### config.mk
export PLATFORM = sky130hd
export DESIGN_NAME = dcmac_0_reset_sequencer
export DESIGN_NICKNAME = d
export VERILOG_FILES = /design/src/rtl/dcmac_0_reset_sequencer.sv
export SDC_FILE = /design/constraint.sdc
export NUM_CORES = 1
export LEC_CHECK = 0
export CAP_MARGIN = 20
export CORE_ASPECT_RATIO = 1.4
export CORE_MARGIN = 1
export CORE_UTILIZATION = 50
export CTS_CLUSTER_SIZE = 28
export DETAILED_ROUTE_END_ITERATION = 8
export PLACE_DENSITY = 0.73
export SLEW_MARGIN = 30
export SYNTH_ARGS = -nofsm -noshare
export SYNTH_HDL_FRONTEND = slang
export SYNTH_SLANG_ARGS = --single-unit
### constraint.sdc
create_clock -name clk -period 1.35 [get_ports clk]
set_input_delay 0.135 -clock clk [delete_from_list [all_inputs] [get_ports clk]]
set_output_delay 0.135 -clock clk [all_outputs]
set_load 0.03 [all_outputs]
### src/rtl/dcmac_0_reset_sequencer.sv
// Ordered GT/core reset bring-up for the DCMAC: hold, release GT, wait for synchronized GT done, settle, run.
// Optional timeout retries are built only when DCMAC_0_RESET_SEQ_RETRY_EN is defined.
module dcmac_0_reset_sequencer #(
    parameter int HOLD_CYCLES    = 16,
    parameter int TIMEOUT_CYCLES = 1024,
    parameter int SETTLE_CYCLES  = 8,
    parameter int MAX_RETRIES    = 3,
    parameter int SYNC_STAGES    = 3
) (
    input  logic       clk,
    input  logic       reset,
    input  logic       rst_req,
    input  logic       gt_reset_done_async,
    output logic       gt_reset,
    output logic       core_reset,
    output logic       seq_done,
    output logic       seq_fail,
    output logic [1:0] retry_count
);

    localparam int HOLD_W   = $clog2(HOLD_CYCLES + 1);
    localparam int TMO_W    = $clog2(TIMEOUT_CYCLES + 1);
    localparam int SETTLE_W = $clog2(SETTLE_CYCLES + 1);
    localparam logic [1:0] RETRY_LIMIT = 2'(MAX_RETRIES);

    typedef enum logic [2:0] {
        ST_HOLD,
        ST_WAIT_GT,
        ST_SETTLE,
        ST_RUN,
        ST_FAIL
    } state_t;

    state_t r_state;
    state_t w_state_next;

    (* ASYNC_REG = "TRUE" *) logic [SYNC_STAGES-1:0] r_sync;

    logic                w_done_s;
    logic                w_stay;
    logic                w_retry_ok;
    logic [HOLD_W-1:0]   r_hold_cnt;
    logic [TMO_W-1:0]    r_wait_cnt;
    logic [SETTLE_W-1:0] r_settle_cnt;
    logic                r_gt_reset;
    logic                r_core_reset;
    logic                r_seq_done;
    logic                r_seq_fail;

    always_ff @(posedge clk) begin
        if (reset) begin
            r_sync <= '0;
        end else begin
            r_sync <= {r_sync[SYNC_STAGES-2:0], gt_reset_done_async};
        end
    end

    assign w_done_s = r_sync[SYNC_STAGES-1];

`ifdef DCMAC_0_RESET_SEQ_RETRY_EN
    logic [1:0] r_retry;
    logic       w_retry_inc;

    assign w_retry_ok  = (r_retry < RETRY_LIMIT);
    // WAIT_GT can only fall back to HOLD through a retried timeout or a restart request.
    assign w_retry_inc = (r_state == ST_WAIT_GT) && (w_state_next == ST_HOLD) && !rst_req;

    always_ff @(posedge clk) begin
        if (reset || rst_req) begin
            r_retry <= 2'd0;
        end else if (w_retry_inc) begin
            r_retry <= r_retry + 2'd1;
        end
    end

    assign retry_count = r_retry;
`else
    // Never true for a legal MAX_RETRIES, so every timeout lands in FAIL.
    assign w_retry_ok  = (RETRY_LIMIT == 2'd0);
    assign retry_count = 2'd0;
`endif

    always_comb begin
        w_state_next = r_state;
        case (r_state)
            ST_HOLD: begin
                if (r_hold_cnt == HOLD_W'(HOLD_CYCLES - 1)) w_state_next = ST_WAIT_GT;
            end
            ST_WAIT_GT: begin
                if (!w_done_s && (r_wait_cnt == TMO_W'(TIMEOUT_CYCLES - 1))) begin
                    w_state_next = w_retry_ok ? ST_HOLD : ST_FAIL;
                end else if (w_done_s) begin
                    w_state_next = ST_SETTLE;
                end
            end
            ST_SETTLE: begin
                if (!w_done_s) begin
                    w_state_next = ST_HOLD;
                end else if (r_settle_cnt == SETTLE_W'(SETTLE_CYCLES - 1)) begin
                    w_state_next = ST_RUN;
                end
            end
            ST_RUN: begin
                if (!w_done_s) w_state_next = ST_HOLD;
            end
            ST_FAIL: w_state_next = ST_FAIL;
            default: w_state_next = ST_HOLD;
        endcase
        if (rst_req) w_state_next = ST_HOLD;
    end

    assign w_stay = (w_state_next == r_state) && !rst_req;

    // Each counter runs only while its state persists, so it is zero on every entry.
    always_ff @(posedge clk) begin
        if (reset) begin
            r_hold_cnt   <= '0;
            r_wait_cnt   <= '0;
            r_settle_cnt <= '0;
        end else begin
            if (w_stay && (r_state == ST_HOLD)) begin
                if (r_hold_cnt != HOLD_W'(HOLD_CYCLES)) r_hold_cnt <= r_hold_cnt + HOLD_W'(1);
            end else begin
                r_hold_cnt <= '0;
            end
            if (w_stay && (r_state == ST_WAIT_GT)) begin
                if (r_wait_cnt != TMO_W'(TIMEOUT_CYCLES)) r_wait_cnt <= r_wait_cnt + TMO_W'(1);
            end else begin
                r_wait_cnt <= '0;
            end
            if (w_stay && (r_state == ST_SETTLE)) begin
                if (r_settle_cnt != SETTLE_W'(SETTLE_CYCLES)) r_settle_cnt <= r_settle_cnt + SETTLE_W'(1);
            end else begin
                r_settle_cnt <= '0;
            end
        end
    end

    // Outputs decode the next state so they change on the same edge as the state.
    always_ff @(posedge clk) begin
        if (reset) begin
            r_state      <= ST_HOLD;
            r_gt_reset   <= 1'b1;
            r_core_reset <= 1'b1;
            r_seq_done   <= 1'b0;
            r_seq_fail   <= 1'b0;
        end else begin
            r_state      <= w_state_next;
            r_gt_reset   <= (w_state_next == ST_HOLD) || (w_state_next == ST_FAIL);
            r_core_reset <= (w_state_next != ST_RUN);
            r_seq_done   <= (w_state_next == ST_RUN);
            r_seq_fail   <= (w_state_next == ST_FAIL);
        end
    end

    assign gt_reset   = r_gt_reset;
    assign core_reset = r_core_reset;
    assign seq_done   = r_seq_done;
    assign seq_fail   = r_seq_fail;

endmodule

==> reports/metrics.csv, run 1 <==
stage,metric,value,unit
run_status,status,"finished, violations left",
run_status,violations,setup timing,
sta,max_freq,676,MHz
power_and_ir_drop,swShare,23.5,%
clock_tree,clock-root-buffer,clkbuf_4,
routing,wirelength,2490,µm
place,port_buffers,7,
worst_setup_path,critPathSlowestCell,or4b_4,
sta,skew,0.00976,ns
synth,yosys.area_share.xor_xnor,8.76,%
sta,rsz0062_at_grt,true,
worst_setup_path,start_kind,flop,
power_and_ir_drop,clock_power_share,33.6,%
power_and_ir_drop,leakage,0.681,nW
sta,setup_viol,7,
global_routing,first_global_vias,1085,
global_routing,grt-ovfl-total,0,
sta,min_period_over_period,110,%
floorplanning,core-area,2420,µm²
routing,drtPass1Iterations,4,
synth,synth_top_family_by_area,simple AND/OR/NAND/NOR gates,
sta,finalSetupTns,-0.598,ns
power_and_ir_drop,cellPowerDensity,829,nW/µm²
synth,synth_area_per_cell,9.29,µm²
worst_setup_path,r2r_cells,5,
worst_setup_path,rr_endpoint,r_settle_cnt[1]$_SDFFE_PP0P_,
sta,fin_ws,-0.129,ns
flow_run,maxCapViolations,0,
clock_tree,clk_latency,0.33,ns
worst_setup_path,crit_family,simple AND/OR/NAND/NOR gates,
power_and_ir_drop,seq_power_share,61.5,%
sta,fin_crit,1.48,ns
global_routing,grt_use_total,21.1,%
synth,syn-cell-area,1300,µm²
floorplanning,dieArea,2810,µm²
min_path,hp-start,gt_reset_done_async,
floorplanning,initial_core_util,53.8,%
worst_setup_path,r2r-start,r_settle_cnt[0]$_SDFFE_PP0P_,
floorplanning,rows,21,
synth,syn_inst,140,
sta,holdWs,0.344,ns
worst_setup_path,setup.worst_path.class,flop to flop,
clock_tree,cts_made_buffers,5,
worst_setup_path,end_kind,flop,
synth,synth_fa_ha_area_share,6.74,%
finish,diodes,0,
clock_tree,clockBufferDepth,2,
worst_setup_path,required,1.62,ns
finish,drive_gt1_share,34.1,%
worst_setup_path,cp_max_fo,4,
global_routing,grt_pass1_wl,4300,µm
worst_setup_path,max_stage_delay,0.52,ns
synth,yosys.area_share.simple,25.5,%
global_routing,grt_max_degree,10,
min_path,min_path_type,primary input to flop,
clock_tree,h-tree-depth,2,
finish,layout-area-overhead-vs-synth,34.9,%
worst_setup_path,cp_cell_sequence,ha_4 -> nor4bb_1 -> nor2b_1 -> or4b_4 -> a21oi_2,
power_and_ir_drop,peakVddDrop,509,µV
routing,drc,0,
routing,vias,1053,
routing,drtIter0Drc,22,
floorplanning,pin_count,10,
place,gp_congestion,0.830,
power_and_ir_drop,combPwrFrac,4.9,%
power_and_ir_drop,p_int,1.11,mW
clock_tree,cts.sinks,30,
synth,synth_seq_area_share,46.2,%
routing,via_per_inst,5.01,
synth,ys_seq_elements,30,
routing,wl_per_cell,11.9,µm
floorplanning,die_h,62.3,µm
place,dpl.hpwl,1700,µm
global_routing,antenna_found_initial,0,
routing,ant_nets,0,
clock_tree,hold_buffers,0,
worst_setup_path,rrSetupSlack,-0.13,ns
synth,synth_warnings,0,
clock_tree,cts_tree,done,
worst_setup_path,crit_buf_inv,0,
min_path,hold_depth,2,
floorplanning,die_w,45.1,µm
sta,maxSlewViolCount,0,
place,place_ws,-0.292,ns
power_and_ir_drop,power.switching,0.342,mW
min_path,min_to,r_sync[0]$_SDFF_PP0_,
synth,synth_compound_area_share,6.06,%
clock_tree,path_clk_slew,0.09,ns
worst_setup_path,arrival,1.75,ns
synth,synth_mux_area_share,2.31,%
synth,yosys.cell_types.count,31,
finish,fin_nets,187,
sta,hold_violations,0,
-- layer usage --
metal  up-vias  GRT usage (%)  wire length (µm)
met5         -              0                 0
met4         0           10.2                55
met3         5           7.85                73
met2        12           36.4              1360
met1       495           20.8              1010
li1        541              -                 -
-- through the flow --
step,cell area (µm²),cells,utilization [%],total power [mW]
after CTS,1670,210,69.0,1.46
after floorplan,1310,141,-,0.943
after global routing,1750,210,72.6,1.53
after detailed placement,1570,201,64.9,0.967
after global placement,1570,201,64.9,0.964
final,1750,210,72.6,1.45
-- worst reg2reg max path, cell delays in order, from the launching register on --
cell and delay, ns:
dfxtp_2 0.35, ha_4 0.16, nor4bb_1 0.15, nor2b_1 0.13, or4b_4 0.52, a21oi_2 0.12
-- power groups by stage --
stage	combinational (mW)	sequential (mW)	clock, mW
finish	0.0709	0.895	0.489
global route	0.0772	0.896	0.553
CTS	0.0546	0.895	0.508
detailed placement	0.0520	0.915	0
global placement	0.0502	0.914	0
floorplan	0.0288	0.914	0
-- layout by cell type (no fill, tap or decap), types with 2 or more instances in the layout --
cell             netlist  final
nor4_2                 0      2
nand3_1                7      7
nand4_1                3      3
nor2_2                 0      3
dfxtp_1               30     24
nand2_1                8      7
buf_6                  0      4
ha_1                   7      2
nand2b_1               3      3
inv_1                  8      6
dlygate4sd2_1          0      4
a21oi_1                3      3
xnor2_1                5      5
ha_4                   0      4
a21oi_2                2      2
and3_1                 3      2
nand3b_1               3      3
o21ai_0                4      4
nor3_2                 1      3
conb_1                 1      2
and4_1                 2      2
mux2i_1                3      2
buf_4                  2     21
nor2b_1                5      5
clkdlybuf4s50_1        0      3
nor2_1                19     15
xor2_1                 8      8
clkbuf_4               0      5
dfxtp_2                0      5
clkinv_2               0      2
inv_4                  0      2
-- cell type report --
type / count / area (µm²)
clock buffer: 5 / 37.5
clock inverter: 2 / 10.0
fill: 184 / 663
inverter: 8 / 35.0
multi-input combinational: 99 / 751
sequential: 30 / 611
tap: 34 / 42.5
timing repair buffer: 32 / 268
-- cells by family after synthesis --
| logic type | Yosys count |
|---|---|
| and+or+nand+nor | 62 |
| DFF | 30 |
| xor gates and xnor gates | 13 |
| AOI/OAI and AO/OA | 12 |
| buffers and inverters | 12 |
| adders and majority gates | 7 |
| muxes | 3 |
| other | 1 |
-- registers in the layout, summed over array words and instances (netlist names) --
name and flops:
r_wait_cnt 11, r_hold_cnt 5, r_settle_cnt 4, r_state 3, r_sync 3, core_reset 1
gt_reset 1, seq_done 1, seq_fail 1
-- synth_stat cells, drive strengths merged --
| library cell | number | area [µm²] |
|---|---|---|
| nand2 | 8 | 30.0 |
| nor4bb | 1 | 10.0 |
| xnor2 | 5 | 43.8 |
| nand3 | 7 | 35.0 |
| dfxtp | 30 | 601 |
| a21oi | 5 | 32.5 |
| xor2 | 8 | 70.1 |
| nor3 | 4 | 25.0 |
| conb | 1 | 3.75 |
| buf | 3 | 20.0 |
| nand2b | 3 | 18.8 |
| nand4 | 3 | 18.8 |
| nor4 | 2 | 12.5 |
| o21ai | 4 | 20.0 |
| nand3b | 3 | 22.5 |
| a41oi | 1 | 8.76 |
| or4b | 1 | 13.8 |
| clkbuf | 1 | 3.75 |
| o21a | 1 | 7.51 |
| mux2i | 3 | 30.0 |
| ha | 7 | 87.6 |
| and4 | 2 | 17.5 |
| nor2 | 19 | 71.3 |
| inv | 8 | 30.0 |
| o211a | 1 | 10.0 |
| or3 | 1 | 6.26 |
| and3 | 3 | 18.8 |
| nor2b | 5 | 31.3 |
-- what timing repair did --
action	CTS	global route
resized for setup	15	24
setup endpoints to repair	16	20
hold endpoints to repair	0	0
buffers inserted	2	0
pin swaps	6	9
-- worst max path at each step --
stage                                       from                           end  slack, ns  cells past startpoint
finish              r_settle_cnt[0]$_SDFFE_PP0P_  r_settle_cnt[1]$_SDFFE_PP0P_      -0.13                      5
global route        r_settle_cnt[0]$_SDFFE_PP0P_  r_settle_cnt[1]$_SDFFE_PP0P_      -0.19                      5
CTS                 r_settle_cnt[0]$_SDFFE_PP0P_  r_settle_cnt[3]$_SDFFE_PP0P_      -0.14                      5
detailed placement                       rst_req  r_settle_cnt[3]$_SDFFE_PP0P_      -0.29                      5
global placement                         rst_req  r_settle_cnt[2]$_SDFFE_PP0P_      -0.24                      5
floorplan           r_settle_cnt[1]$_SDFFE_PP0P_  r_settle_cnt[1]$_SDFFE_PP0P_      -0.07                      5
Note: power is estimated with default switching activity, not from simulation.
==> inputs of run 2 (changes only) <==
Settings changed: CORE_UTILIZATION 50 to 25, PLACE_DENSITY 0.73 to 0.42.
==> reports/metrics.csv, run 2 (synthesized netlist as in run 1, its figures left out) <==
stage,metric,value,unit,change
place,placedCellCount,235,,+17%
clock_tree,clockBufferDepth,2,,unchanged
place,gp_congestion,0.699,,-16%
sta,min_period_over_period,110,%,+0.70 points
floorplanning,dieArea,5500,µm²,+96%
clock_tree,cts_tree,done,,
routing,ant_nets,0,,unchanged
run_status,violations,setup timing,,
routing,drtPass1Iterations,4,,unchanged
place,place_ws,-0.311,ns,-0.0185 ns
place,port_buffers,7,,unchanged
sta,skew,0.00472,ns,-0.00504 ns
worst_setup_path,cp_cell_sequence,ha_4 -> nor4bb_4 -> nor2b_1 -> or4b_4 -> a21oi_2,,
worst_setup_path,end_kind,flop,,
worst_setup_path,cp_max_fo,4,,unchanged
sta,rsz0062_at_grt,true,,
worst_setup_path,crit_buf_inv,0,,unchanged
worst_setup_path,rr_endpoint,r_settle_cnt[1]$_SDFFE_PP0P_,,
routing,vias,1090,,+3.5%
worst_setup_path,arrival,1.71,ns,-0.04 ns
worst_setup_path,setup.worst_path.class,flop to flop,,
routing,route.met2.wl,1480,µm,+9.2%
worst_setup_path,crit_end,r_settle_cnt[1]$_SDFFE_PP0P_,,
worst_setup_path,cp_num_cells,5,,unchanged
power_and_ir_drop,cellPowerDensity,919,nW/µm²,+11%
finish,final_util,38.2,%,-34 points
worst_setup_path,start_kind,flop,,
routing,wirelength,2760,µm,+11%
clock_tree,clk_latency,0.28,ns,-0.05 ns
clock_tree,clock-root-buffer,clkbuf_8,,
finish,diodes,0,,unchanged
sta,setup_viol,5,,-2
clock_tree,hold_buffers,0,,unchanged
power_and_ir_drop,peakVddDrop,386,µV,-24%
worst_setup_path,critPathLaunch,r_settle_cnt[1]$_SDFFE_PP0P_,,
global_routing,grt-ovfl-total,0,,unchanged
finish,largest_reg_flops,11,,unchanged
global_routing,antenna_found_initial,0,,unchanged
routing,dr_wl_met3,98,µm,+34%
floorplanning,core-area,4920,µm²,+100%
floorplanning,die_w,62.9,µm,+40%
worst_setup_path,r2r-start,r_settle_cnt[1]$_SDFFE_PP0P_,,
floorplanning,die_h,87.3,µm,+40%
routing,drtIter0Drc,33,,+50%
sta,fin_crit,1.49,ns,+0.00946 ns
flow_run,maxCapViolations,0,,unchanged
worst_setup_path,rrSetupSlack,-0.14,ns,about the same
place,dpl.hpwl,2060,µm,+21%
floorplanning,rows,30,,+43%
clock_tree,cts_made_buffers,5,,unchanged
worst_setup_path,crit_family,simple AND/OR/NAND/NOR gates,,
sta,max_freq,672,MHz,-0.64%
clock_tree,cts.sinks,30,,unchanged
global_routing,first_global_vias,1110,,+2.3%
global_routing,grt_max_degree,11,,+1
routing,via_per_inst,4.45,,-11%
finish,max_flop_register,r_wait_cnt,,
routing,highest_layer,met4,,
worst_setup_path,max_stage_delay,0.52,ns,about the same
floorplanning,initial_core_util,26.4,%,-27 points
global_routing,grt_use_total,11.3,%,-9.8 points
finish,layout-area-overhead-vs-synth,44.5,%,
worst_setup_path,critPathSlowestCell,or4b_4,,
routing,drc,0,,unchanged
finish,final_cell_mix,"buf_4, dfxtp_1, nor2_1",,
floorplanning,pin_count,10,,unchanged
finish,reg_top3,"r_wait_cnt x11, r_hold_cnt x5, r_settle_cnt x4",,
sta,fin_ws,-0.138,ns,-0.00946 ns
finish,final_common_cell,buf_4,,
clock_tree,h-tree-depth,2,,unchanged
worst_setup_path,required,1.57,ns,-0.05 ns
finish,fin_cells,245,,+17%
worst_setup_path,r2r_cells,5,,unchanged
clock_tree,path_clk_slew,0.07,ns,-0.02 ns
global_routing,grt_pass1_wl,4710,µm,+9.6%
sta,finalSetupTns,-0.534,ns,+0.0634 ns
finish,fillers,519,,+180%
finish,drive_gt1_share,34.3,%,+0.16 points
power_and_ir_drop,leakage,0.727,nW,+6.8%
sta,maxSlewViolCount,0,,unchanged
run_status,status,"finished, violations left",,
routing,wl_per_cell,11.2,µm,-5.3%
min_path,min_path_type,primary input to flop,,
sta,hold_violations,0,,unchanged
routing,drt-met1-wl,1110,µm,+11%
finish,fin_nets,191,,+2.1%
## run 2: cell count changes in the layout (fill, tap and decap cells not counted), sizes merged
cell | before | now
clkinv | 2 | 1
buf | 25 | 29
clkbuf | 5 | 6
clkinvlp | 0 | 1
## run 2: per-layer routing
layer	vias up	track usage (%)
li1	547	-
met1	521	10.8
met2	16	21.3
met3	6	3.66
met4	0	5.71
met5	-	0
## run 2: worst min-delay path by stage
stage	cells after the start	slack [ns]	startpoint	endpoint
after floorplan	1	0.21	reset	r_sync[0]$_SDFF_PP0_
after global placement	1	0.42	r_sync[0]$_SDFF_PP0_	r_sync[1]$_SDFF_PP0_
after detailed placement	1	0.42	r_sync[1]$_SDFF_PP0_	r_sync[2]$_SDFF_PP0_
after CTS	2	0.40	gt_reset_done_async	r_sync[0]$_SDFF_PP0_
after global routing	2	0.40	gt_reset_done_async	r_sync[0]$_SDFF_PP0_
final	2	0.40	gt_reset_done_async	r_sync[0]$_SDFF_PP0_
## run 2: timing repair
item                                    in CTS  in global routing
pin swaps                                    5                 10
resized for setup                           21                 16
buffers inserted                             2                  1
endpoints found under the setup margin      17                 23
## run 2: power by group
| part | internal [mW] | switching, mW | leakage, nW |
|---|---|---|---|
| Sequential | 0.890 | 0.00501 | 0.246 |
| Combinational | 0.0346 | 0.0320 | 0.434 |
| Clock | 0.409 | 0.355 | 0.0472 |
## run 2: stage by stage
| step | hold WS (ns) | total power [mW] | cell area [µm²] |
|---|---|---|---|
| 2_1_floorplan | 0.207 | 0.943 | 1310 |
| 3_3_place_gp | 0.419 | 0.964 | 1640 |
| 6_report | 0.403 | 1.73 | 1880 |
| 3_5_place_dp | 0.422 | 0.966 | 1640 |
| 5_1_grt | 0.401 | 1.80 | 1880 |
| 4_1_cts | 0.395 | 1.75 | 1810 |
## run 2: worst register-to-register path: stages, from the launching register on
cell and delay (ns):
dfxtp_2 0.34, ha_4 0.16, nor4bb_4 0.16, nor2b_1 0.14, or4b_4 0.52, a21oi_2 0.11
## run 2: final cells by class
cell class / count / area [µm²] / share of cell area [%]
clock inverter: 2 / 12.5 / 0.666
sequential: 30 / 612 / 32.6
inverter: 8 / 35.0 / 1.87
tap: 64 / 80.1 / 4.26
timing repair buffer: 36 / 294 / 15.7
multi-input combinational: 99 / 762 / 40.6
clock buffer: 6 / 82.6 / 4.40
